<file path="config.mk">
export PLATFORM = sky130hd
export DESIGN_NAME = mux_scan_controller_flat
export DESIGN_NICKNAME = d
export VERILOG_FILES = /design/src/rtl/mux_scan_controller_pkg.sv /design/src/rtl/mux_scan_controller_if.sv /design/src/rtl/scan_settle_timer.sv /design/src/rtl/mux_scan_controller.sv /design/src/flat_wrapper.sv
export SDC_FILE = /design/constraint.sdc
export NUM_CORES = 1
export LEC_CHECK = 0
export ABC_AREA = 1
export BUFFER_PORTS_ARGS = -buffer_cell sky130_fd_sc_hd__buf_4
export CAP_MARGIN = 20
export CORE_ASPECT_RATIO = 0.7
export CORE_MARGIN = 8
export CORE_UTILIZATION = 60
export CTS_BUF_LIST = sky130_fd_sc_hd__clkbuf_4 sky130_fd_sc_hd__clkbuf_8
export CTS_CLUSTER_SIZE = 10
export DETAILED_ROUTE_END_ITERATION = 10
export PLACE_DENSITY_LB_ADDON = 0.2
export SYNTH_ARGS = -nofsm -noshare
export SYNTH_HDL_FRONTEND = slang
export SYNTH_SLANG_ARGS = --single-unit
</file>
<file path="constraint.sdc">
create_clock -name clk -period 4.33 [get_ports clk]
set_input_delay 0.433 -clock clk [delete_from_list [all_inputs] [get_ports clk]]
set_output_delay 0.433 -clock clk [all_outputs]
set_load 0.05 [all_outputs]
</file>
<file path="src/rtl/mux_scan_controller_pkg.sv">
// Shared types and constants for the 7-to-1 mux scan controller.
// Also provides the scan latency helper used by anything that needs to predict done timing.
package mux_scan_controller_pkg;

   typedef enum logic [1:0] {
      ST_IDLE   = 2'd0,
      ST_SETTLE = 2'd1,
      ST_SAMPLE = 2'd2,
      ST_DONE   = 2'd3
   } scan_state_e;

   localparam int NUM_LANES_DEFAULT     = 7;
   localparam int SEL_W_DEFAULT         = 3;
   localparam int SETTLE_CYCLES_DEFAULT = 1;
   localparam int CNT_W                 = 4;

   // Edges from the start-accepting edge (edge 0) to the edge after which done is high.
   function automatic int scan_latency(input int num_lanes, input int settle_cycles);
      return num_lanes * (settle_cycles + 1) + 1;
   endfunction

   localparam int SCAN_LATENCY_DEFAULT = scan_latency(NUM_LANES_DEFAULT, SETTLE_CYCLES_DEFAULT);

endpackage

</file>
<file path="src/rtl/mux_scan_controller_if.sv">
// Scan request/result bundle between a requester and the mux scan controller.
// The controller side uses the slave modport; the requester/mux side uses master.
interface mux_scan_controller_if #(
   parameter int NUM_LANES = mux_scan_controller_pkg::NUM_LANES_DEFAULT,
   parameter int SEL_W     = mux_scan_controller_pkg::SEL_W_DEFAULT
);
   logic                 start;
   logic [NUM_LANES-1:0] din;
   logic                 y_in;
   logic [NUM_LANES-1:0] lane;
   logic [SEL_W-1:0]     sel;
   logic                 busy;
   logic                 done;
   logic [NUM_LANES-1:0] dout;
   logic                 mismatch;

   modport slave (
      input  start, din, y_in,
      output lane, sel, busy, done, dout, mismatch
   );

   modport master (
      output start, din, y_in,
      input  lane, sel, busy, done, dout, mismatch
   );
endinterface

</file>
<file path="src/rtl/scan_settle_timer.sv">
// Settle interval timer: loads SETTLE_CYCLES-1, counts down to zero and holds there.
// zero_o tells the scan FSM that the select has been stable long enough to sample y.
module scan_settle_timer
   import mux_scan_controller_pkg::*;
#(
   parameter int SETTLE_CYCLES = SETTLE_CYCLES_DEFAULT
) (
   input  logic clk,
   input  logic rst_n,
   input  logic load_i,
   input  logic dec_i,
   output logic zero_o
);

   localparam logic [CNT_W-1:0] LOAD_VAL = CNT_W'(SETTLE_CYCLES - 1);

   logic [CNT_W-1:0] cnt_q;
   logic [CNT_W-1:0] cnt_d;

   always_comb begin
      cnt_d = cnt_q;
      if (load_i) begin
         cnt_d = LOAD_VAL;
      end else if (dec_i && (cnt_q != '0)) begin
         cnt_d = cnt_q - CNT_W'(1);
      end
   end

   always_ff @(posedge clk or negedge rst_n) begin
      if (!rst_n) begin
         cnt_q <= '0;
      end else begin
         cnt_q <= cnt_d;
      end
   end

   assign zero_o = (cnt_q == '0);

endmodule

</file>
<file path="src/rtl/mux_scan_controller.sv">
// Steps the mux select over every lane, samples y after a settle interval and rebuilds the word.
// Any lane whose sampled y differs from the driven data sets the sticky mismatch flag.
//
// state  | meaning
// IDLE   | sel parked at 0, waiting for start
// SETTLE | select held while the mux output settles
// SAMPLE | y captured into dout[sel] and compared with lane[sel]
// DONE   | scan finished, done pulse issued on the next cycle
module mux_scan_controller
   import mux_scan_controller_pkg::*;
#(
   parameter int NUM_LANES     = NUM_LANES_DEFAULT,
   parameter int SEL_W         = SEL_W_DEFAULT,
   parameter int SETTLE_CYCLES = SETTLE_CYCLES_DEFAULT
) (
   input  logic                  clk,
   input  logic                  rst_n,
   mux_scan_controller_if.slave  scan_if
);

   localparam logic [SEL_W-1:0] LAST_SEL = SEL_W'(NUM_LANES - 1);

   scan_state_e          state_q;
   scan_state_e          state_d;
   logic [SEL_W-1:0]     sel_q;
   logic [SEL_W-1:0]     sel_d;
   logic [NUM_LANES-1:0] lane_q;
   logic [NUM_LANES-1:0] lane_d;
   logic [NUM_LANES-1:0] dout_q;
   logic [NUM_LANES-1:0] dout_d;
   logic                 busy_q;
   logic                 busy_d;
   logic                 done_q;
   logic                 done_d;
   logic                 mismatch_q;
   logic                 mismatch_d;

   logic                 tmr_load;
   logic                 tmr_dec;
   logic                 tmr_zero;

   scan_settle_timer #(
      .SETTLE_CYCLES (SETTLE_CYCLES)
   ) u_settle_timer (
      .clk    (clk),
      .rst_n  (rst_n),
      .load_i (tmr_load),
      .dec_i  (tmr_dec),
      .zero_o (tmr_zero)
   );

   always_comb begin
      state_d    = state_q;
      sel_d      = sel_q;
      lane_d     = lane_q;
      dout_d     = dout_q;
      mismatch_d = mismatch_q;
      done_d     = 1'b0;
      tmr_load   = 1'b0;
      tmr_dec    = 1'b0;

      unique case (state_q)
         ST_IDLE: begin
            sel_d = '0;
            if (scan_if.start) begin
               lane_d     = scan_if.din;
               dout_d     = '0;
               mismatch_d = 1'b0;
               tmr_load   = 1'b1;
               state_d    = ST_SETTLE;
            end
         end
         ST_SETTLE: begin
            if (tmr_zero) begin
               state_d = ST_SAMPLE;
            end else begin
               tmr_dec = 1'b1;
            end
         end
         ST_SAMPLE: begin
            dout_d[sel_q] = scan_if.y_in;
            if (scan_if.y_in != lane_q[sel_q]) begin
               mismatch_d = 1'b1;
            end
            if (sel_q == LAST_SEL) begin
               state_d = ST_DONE;
            end else begin
               sel_d    = sel_q + SEL_W'(1);
               tmr_load = 1'b1;
               state_d  = ST_SETTLE;
            end
         end
         ST_DONE: begin
            // start is deliberately not looked at here; the scan always rests one cycle in IDLE
            done_d  = 1'b1;
            sel_d   = '0;
            state_d = ST_IDLE;
         end
         default: begin
            state_d = ST_IDLE;
         end
      endcase

      busy_d = (state_d == ST_SETTLE) || (state_d == ST_SAMPLE);
   end

   always_ff @(posedge clk or negedge rst_n) begin
      if (!rst_n) begin
         state_q    <= ST_IDLE;
         sel_q      <= '0;
         lane_q     <= '0;
         dout_q     <= '0;
         busy_q     <= 1'b0;
         done_q     <= 1'b0;
         mismatch_q <= 1'b0;
      end else begin
         state_q    <= state_d;
         sel_q      <= sel_d;
         lane_q     <= lane_d;
         dout_q     <= dout_d;
         busy_q     <= busy_d;
         done_q     <= done_d;
         mismatch_q <= mismatch_d;
      end
   end

   assign scan_if.lane     = lane_q;
   assign scan_if.sel      = sel_q;
   assign scan_if.busy     = busy_q;
   assign scan_if.done     = done_q;
   assign scan_if.dout     = dout_q;
   assign scan_if.mismatch = mismatch_q;

endmodule

</file>
<file path="src/flat_wrapper.sv">
// flat-port wrapper written by rule: the top's interface ports become plain ports
module mux_scan_controller_flat import mux_scan_controller_pkg::*;
#(
   parameter int NUM_LANES     = NUM_LANES_DEFAULT,
   parameter int SEL_W         = SEL_W_DEFAULT,
   parameter int SETTLE_CYCLES = SETTLE_CYCLES_DEFAULT
)
  (clk, rst_n, scan_if_start, scan_if_din, scan_if_y_in, scan_if_lane, scan_if_sel, scan_if_busy, scan_if_done, scan_if_dout, scan_if_mismatch);
  mux_scan_controller_if #(.NUM_LANES(NUM_LANES), .SEL_W(SEL_W)) scan_if_i ();
  input  logic clk;
  input  logic rst_n;
  input wire logic [$bits(scan_if_i.start)-1:0] scan_if_start;
  input wire logic [$bits(scan_if_i.din)-1:0] scan_if_din;
  input wire logic [$bits(scan_if_i.y_in)-1:0] scan_if_y_in;
  output wire logic [$bits(scan_if_i.lane)-1:0] scan_if_lane;
  output wire logic [$bits(scan_if_i.sel)-1:0] scan_if_sel;
  output wire logic [$bits(scan_if_i.busy)-1:0] scan_if_busy;
  output wire logic [$bits(scan_if_i.done)-1:0] scan_if_done;
  output wire logic [$bits(scan_if_i.dout)-1:0] scan_if_dout;
  output wire logic [$bits(scan_if_i.mismatch)-1:0] scan_if_mismatch;
  assign scan_if_i.start = scan_if_start;
  assign scan_if_i.din = scan_if_din;
  assign scan_if_i.y_in = scan_if_y_in;
  assign scan_if_lane = scan_if_i.lane;
  assign scan_if_sel = scan_if_i.sel;
  assign scan_if_busy = scan_if_i.busy;
  assign scan_if_done = scan_if_i.done;
  assign scan_if_dout = scan_if_i.dout;
  assign scan_if_mismatch = scan_if_i.mismatch;
  mux_scan_controller #(.NUM_LANES(NUM_LANES), .SEL_W(SEL_W), .SETTLE_CYCLES(SETTLE_CYCLES)) u_core (.clk(clk), .rst_n(rst_n), .scan_if(scan_if_i));
endmodule
</file>
# Word-level counts from Yosys, hierarchy flattened
# Index checks and enable logic that the tools add are counted.
# totals
latch_bits,0
ff_bits,26
inputBits,11
out_inout_bits,20
ram_bits,0
wordCells,60
n_memories,0
rom_bits,0
# classes
n_lt_le_gt_ge,2
shifts,0
n_mul,0
eq_ne,10
n_reduce_logical,14
addsub,2
div,0
mux,24
bitwise_logic,0
# ops
op,count
$pmux 7 s2,1
$mux 1,9
$mux 4,2
$pmux 2 s4,1
$bwmux 7,1
$mux 7,1
$eq 2x2->1 const B,3
$mux 2,3
$pmux 3 s2,1
$reduce_and 2->1,3
$reduce_bool 2->1,3
$eq 2x1->1 const B,2
$logic_not 4->1,1
$lt 3x4->1 const B,1
$ne 2x2->1 const B,2
$pmux 1 s2,2
$reduce_bool 4->1,1
$sub 4x1->4 const B,1
$add 3x1->3 const B,1
$bmux 1 s3,1
$demux 1 s3,1
$eq 3x3->1 const B,1
$ge 3x1->1 const B,1
$mux 3,1
other kinds (7),8

# Depth between registers and ports, before layout
# logic_depth
ltp_word,6
ltp_mapped,9
depth_no_buf,9

# Hierarchy
# From an unflattened synthesis, not the netlist that was laid out.
# unflattened
cells_unflattened,172
hier_area_um2,1422.6
# modules_own_cells
module,area_each_um2,n_inst,cells_per_inst,seq_area_each_um2
mux_scan_controller,1174.9,1,138,550.5
scan_settle_timer,247.7,1,34,100.1

# Worst setup path before layout
# No wires, ideal clock.
# synth_timing
kind,register to register
start,reg u_core.sel_q[0] (netlist: u_core.scan_if.sel[0])
end,reg u_core.busy_q (netlist: u_core.scan_if.busy)
period_less_slack_ns,1.676
stages_incl_launch_ff,8
path_slack_ns,2.654
t_arrival_ns,1.554
required_time_ns,4.207
path_buffers,0
setup_ns,0.123
cell_sequence,dfrtp_1 > inv_1 > ha_1 > nand3_1 > inv_1 > o21bai_1 > nand2_1 > xor2_1
# synth_between
elab_chain_len,5
word_cells_on_any_way,6
classes_between,eq/ne (3); mux (2); reduce/logical (1)
# synth_lines
item,line_no,rtl
from (decl),mux_scan_controller.sv:25,logic [SEL_W-1:0] sel_q;
from (signal assigned),mux_scan_controller.sv:118,sel_q <= sel_d;
$eq 3x3->1 (*),mux_scan_controller.sv:85,if (sel_q == LAST_SEL) begin
$mux 2 (*),mux_scan_controller.sv:85,
$pmux 2 s4 (*),mux_scan_controller.sv:62,unique case (state_q)
via u_core.state_d[1],mux_scan_controller.sv:24,scan_state_e state_d;
$eq 2x1->1 / $eq 2x2->1 (equally long branches),mux_scan_controller.sv:104,busy_d = (state_d == ST_SETTLE) || (state_d == ST_SAMPLE);
$logic_or 1x1->1 (*),mux_scan_controller.sv:104,
via u_core.busy_d,mux_scan_controller.sv:32,logic busy_d;
to (signal assigned),mux_scan_controller.sv:121,busy_q <= busy_d;
to (decl),mux_scan_controller.sv:31,logic busy_q;
# Mark *: on every way through the listed nets, which the timed path passes. The rest lies on a longest branch.
# A chain may end at the register's enable or synchronous reset.

# Final worst setup path
# layout_timing
start,reg u_core.state_q[1]
end,reg u_core.dout_q[0] (netlist: u_core.scan_if.dout[0])
# layout_between
elab_chain_len,3
word_cells_on_any_way,6
classes_between,eq/ne (2); mux (1); reduce/logical (3)
# layout_lines
item,line_no,rtl
from (decl),mux_scan_controller.sv:23,scan_state_e state_q;
from (signal assigned),mux_scan_controller.sv:117,state_q <= state_d;
$eq 2x2->1 / $logic_not 2->1 (equally long branches),mux_scan_controller.sv:62,
$reduce_bool 2->1 (no line) / $ne 2x2->1 (equally long branches),-,
$reduce_and 2->1 (no line),-,
to (signal assigned),mux_scan_controller.sv:120,dout_q <= dout_d;
to (decl),mux_scan_controller.sv:29,logic [NUM_LANES-1:0] dout_q;
# Several ways; a longest one is shown, not always the timed one.

==> flow_metrics.tcl <==
set metrics [dict create \
    crit_type "reg2reg" \
    netlist_top_cells_area "dfrtp_1 45%, nand2_1 8.8%, inv_1 7.8%" \
    fin_area_um2 1730 \
    drt_first_pass_iters 4 \
    hp-class "in2reg" \
    reg2regPathDepth 7 \
    async_reset_ff_share_pct 100 \
    routed_via_density 5.05 \
    cts_tree "built" \
    setup_viol 0 \
    worstPathArrival_ns 2.15 \
    fin_cells 243 \
    wirelength_mm 3.06 \
    antenna_cells 0 \
    htreeDepth 1 \
    status "completed" \
    cp_top_family "flip-flops" \
    gp_congestion 0.840 \
    grt_use_total_pct 15.7 \
    post-route-drc-count 0 \
    io_buffers 30 \
    fin_skew_ns 0.00263 \
    fmax_mhz 525 \
    die_y_um 57.0 \
    nNetsFinal 228 \
    rr_startpoint "u_core.state_q[1]" \
    die_x_um 74.6 \
    finalCriticalPeriod_ns 1.90 \
    ys_warn_count 0 \
    total_power_w 0.00104 \
    syn-cell-area_um2 1440 \
    ir_drop_mv 0.392 \
    initial_core_util_pct 61.0 \
    grt_pass1_wl_mm 5.35 \
    r2r_slack_ns 2.43 \
    io_pins 31 \
    drv_cap 0 \
    ant_nets 0 \
    p_leak_nw 0.985 \
    ys_types 27 \
    cts_root_buf "clkbuf_4" \
    hold_viol 0 \
    fill_cells 193 \
    critical-path-max-stage-delay_ns 0.43 \
    worstSetupStartpointType "register" \
    grt-ovfl-total 0 \
    slew_violations 0 \
    fin_setup_tns_ns 0 \
    hold_path_startpoint "scan_if_din[3]" \
    crit_path_end_kind "register" \
    antenna_found_initial 0 \
    crit_slowest_cell "dfrtp_1" \
    numCtsBuffers 3 \
    syn_to_final_growth_pct 19.7 \
    ys_top_cells_by_count "34 x nand2_1, 30 x inv_1, 26 x dfrtp_1" \
    ys_ff_latch 26 \
    fp.dieArea_um2 4250 \
    place_inst 238 \
    synth_top_cell_by_area "dfrtp_1" \
    synthesis.nets 197 \
    multiInputGateArea_um2 632 \
    grt_start_max_net_pins 27 \
    crit_chain "inv_1 -> ha_1 -> nand2_2 -> o21ai_2 -> inv_2 -> nor3_2 -> mux2i_1" \
    rows 15 \
    dpl_cell_area_um2 1680 \
    worstPathMaxFanout 23 \
    min_period_over_period_pct 44.0 \
    postCtsSetupBuffers 0 \
    crit_buf_inv 2 \
    syn_area_per_cell_um2 8.06 \
    cts_buffer_depth 2 \
    ys.flop_type "dfrtp_1" \
    synth_edf_count 0 \
    holdPathStages 3 \
    relSlewSlack_pct 71.0 \
    worstHoldEndpoint "u_core.scan_if.lane[3]" \
    p_per_area_nw_per_um2 603 \
    cts.sinks 26 \
    drive_gt1_share_pct 23.4 \
    timing.rr.end "u_core.scan_if.dout[0]" \
    synth.yosys.seq_area_share_pct 45.1 \
    utilization_pct 73.0 \
    tightest_slew_ns 0.435 \
    place_hpwl_mm 2.46 \
    core_area_um2 2360 \
    rsz0062_at_grt "false" \
    first_iter_violations 72 \
    wl_per_cell_um 12.6 \
    grt_pass1_vias 1221 \
    clk_pin_slew_worst_paths_ns 0.13 \
    cp_data_required_time_ns 4.57 \
    synth_top_cell_area_share_pct 45.1 \
    syn_inst 179 \
    synth_most_common_cell "nand2_1" \
    num_vias 1226 \
    insertion_delay_ns 0.32 \
    area.sequential_um2 651 \
]
[flip-flops by register name (all words and copies together) (netlist names)]
signal                       count
u_core.scan_if.mismatch          1
u_core.u_settle_timer.cnt_q      4
u_core.scan_if.lane              7
u_core.scan_if.dout              7
u_core.state_q                   2
u_core.scan_if.done              1
u_core.scan_if.sel               3
u_core.scan_if.busy              1
[cell type report]
cell class	count	share of cell area [%]
flip-flops and latches	26	37.7
inverters	34	7.54
well taps	34	2.46
repair buffers	31	13.6
multi-input cells	114	36.6
clock buffers	4	2.10
[cell usage in the layout (no fill, tap or decap), drive strengths merged, types with 7 or more instances in the layout]
cell type,instances
a21oi,13
dfrtp,26
ha,7
buf,30
o21ai,18
nand2,36
nand3,14
nor2,15
inv,34
[routing by layer]
layer / vias up / wire [um] / GRT usage (%)
met2: 47 / 1360 / 24.7
met5: - / 0 / 0
li1: 629 / - / -
met1: 544 / 1370 / 19.2
met4: 0 / 51 / 5.28
met3: 6 / 285 / 5.59
[worst max-delay path by stage]
stage	startpoint	endpoint	slack, ns	depth (start not counted)
CTS	u_core.state_q[1]	u_core.scan_if.dout[0]	2.42	7
floorplan	u_core.scan_if.sel[0]	u_core.scan_if.busy	2.65	7
global placement	u_core.state_q[1]	u_core.scan_if.dout[0]	2.60	7
detailed placement	u_core.state_q[1]	u_core.scan_if.dout[0]	2.45	7
finish	u_core.state_q[1]	u_core.scan_if.dout[0]	2.43	7
global route	u_core.state_q[1]	u_core.scan_if.dout[0]	2.26	7
[worst min-delay path, delay by kind of cell]
kind,cells,cell delay [ns]
compound gates,1,0.10
simple gates,1,0.03
buf+inv,1,0.08
[report_power, final]
| group | leakage [nW] | switching (W) | total (W) | internal (W) |
|---|---|---|---|---|
| Combinational | 0.630 | 0.000400 | 0.000571 | 0.000171 |
| Sequential | 0.334 | 0.0000447 | 0.000348 | 0.000303 |
| Clock | 0.0210 | 0.0000704 | 0.000122 | 0.0000515 |
[stage by stage]
step,worst slack [ns],hold slack [ns]
2_1_floorplan,2.65,0.137
3_3_place_gp,2.60,0.354
3_5_place_dp,2.45,0.358
4_1_cts,2.42,0.334
5_1_grt,2.26,0.332
6_report,2.43,0.344
[cell families after synthesis]
logic type                 count (synthesis)  synth area share [%]
and+or+nand+nor                           69                  22.3
buffers and inverters                     39                  11.1
AOI/OAI and AO/OA                         34                  12.7
DFF                                       26                  45.1
adders and majority gates                  7                  6.07
muxes                                      3                  2.17
xor gates and xnor gates                   1                 0.607
[what timing repair did]
item / in CTS / in global routing
hold buffers: 1 / 0
resized for setup: 0 / 0
endpoints found under the hold margin: 26 / 0
No activity file was read; power rests on OpenSTA's default activity.
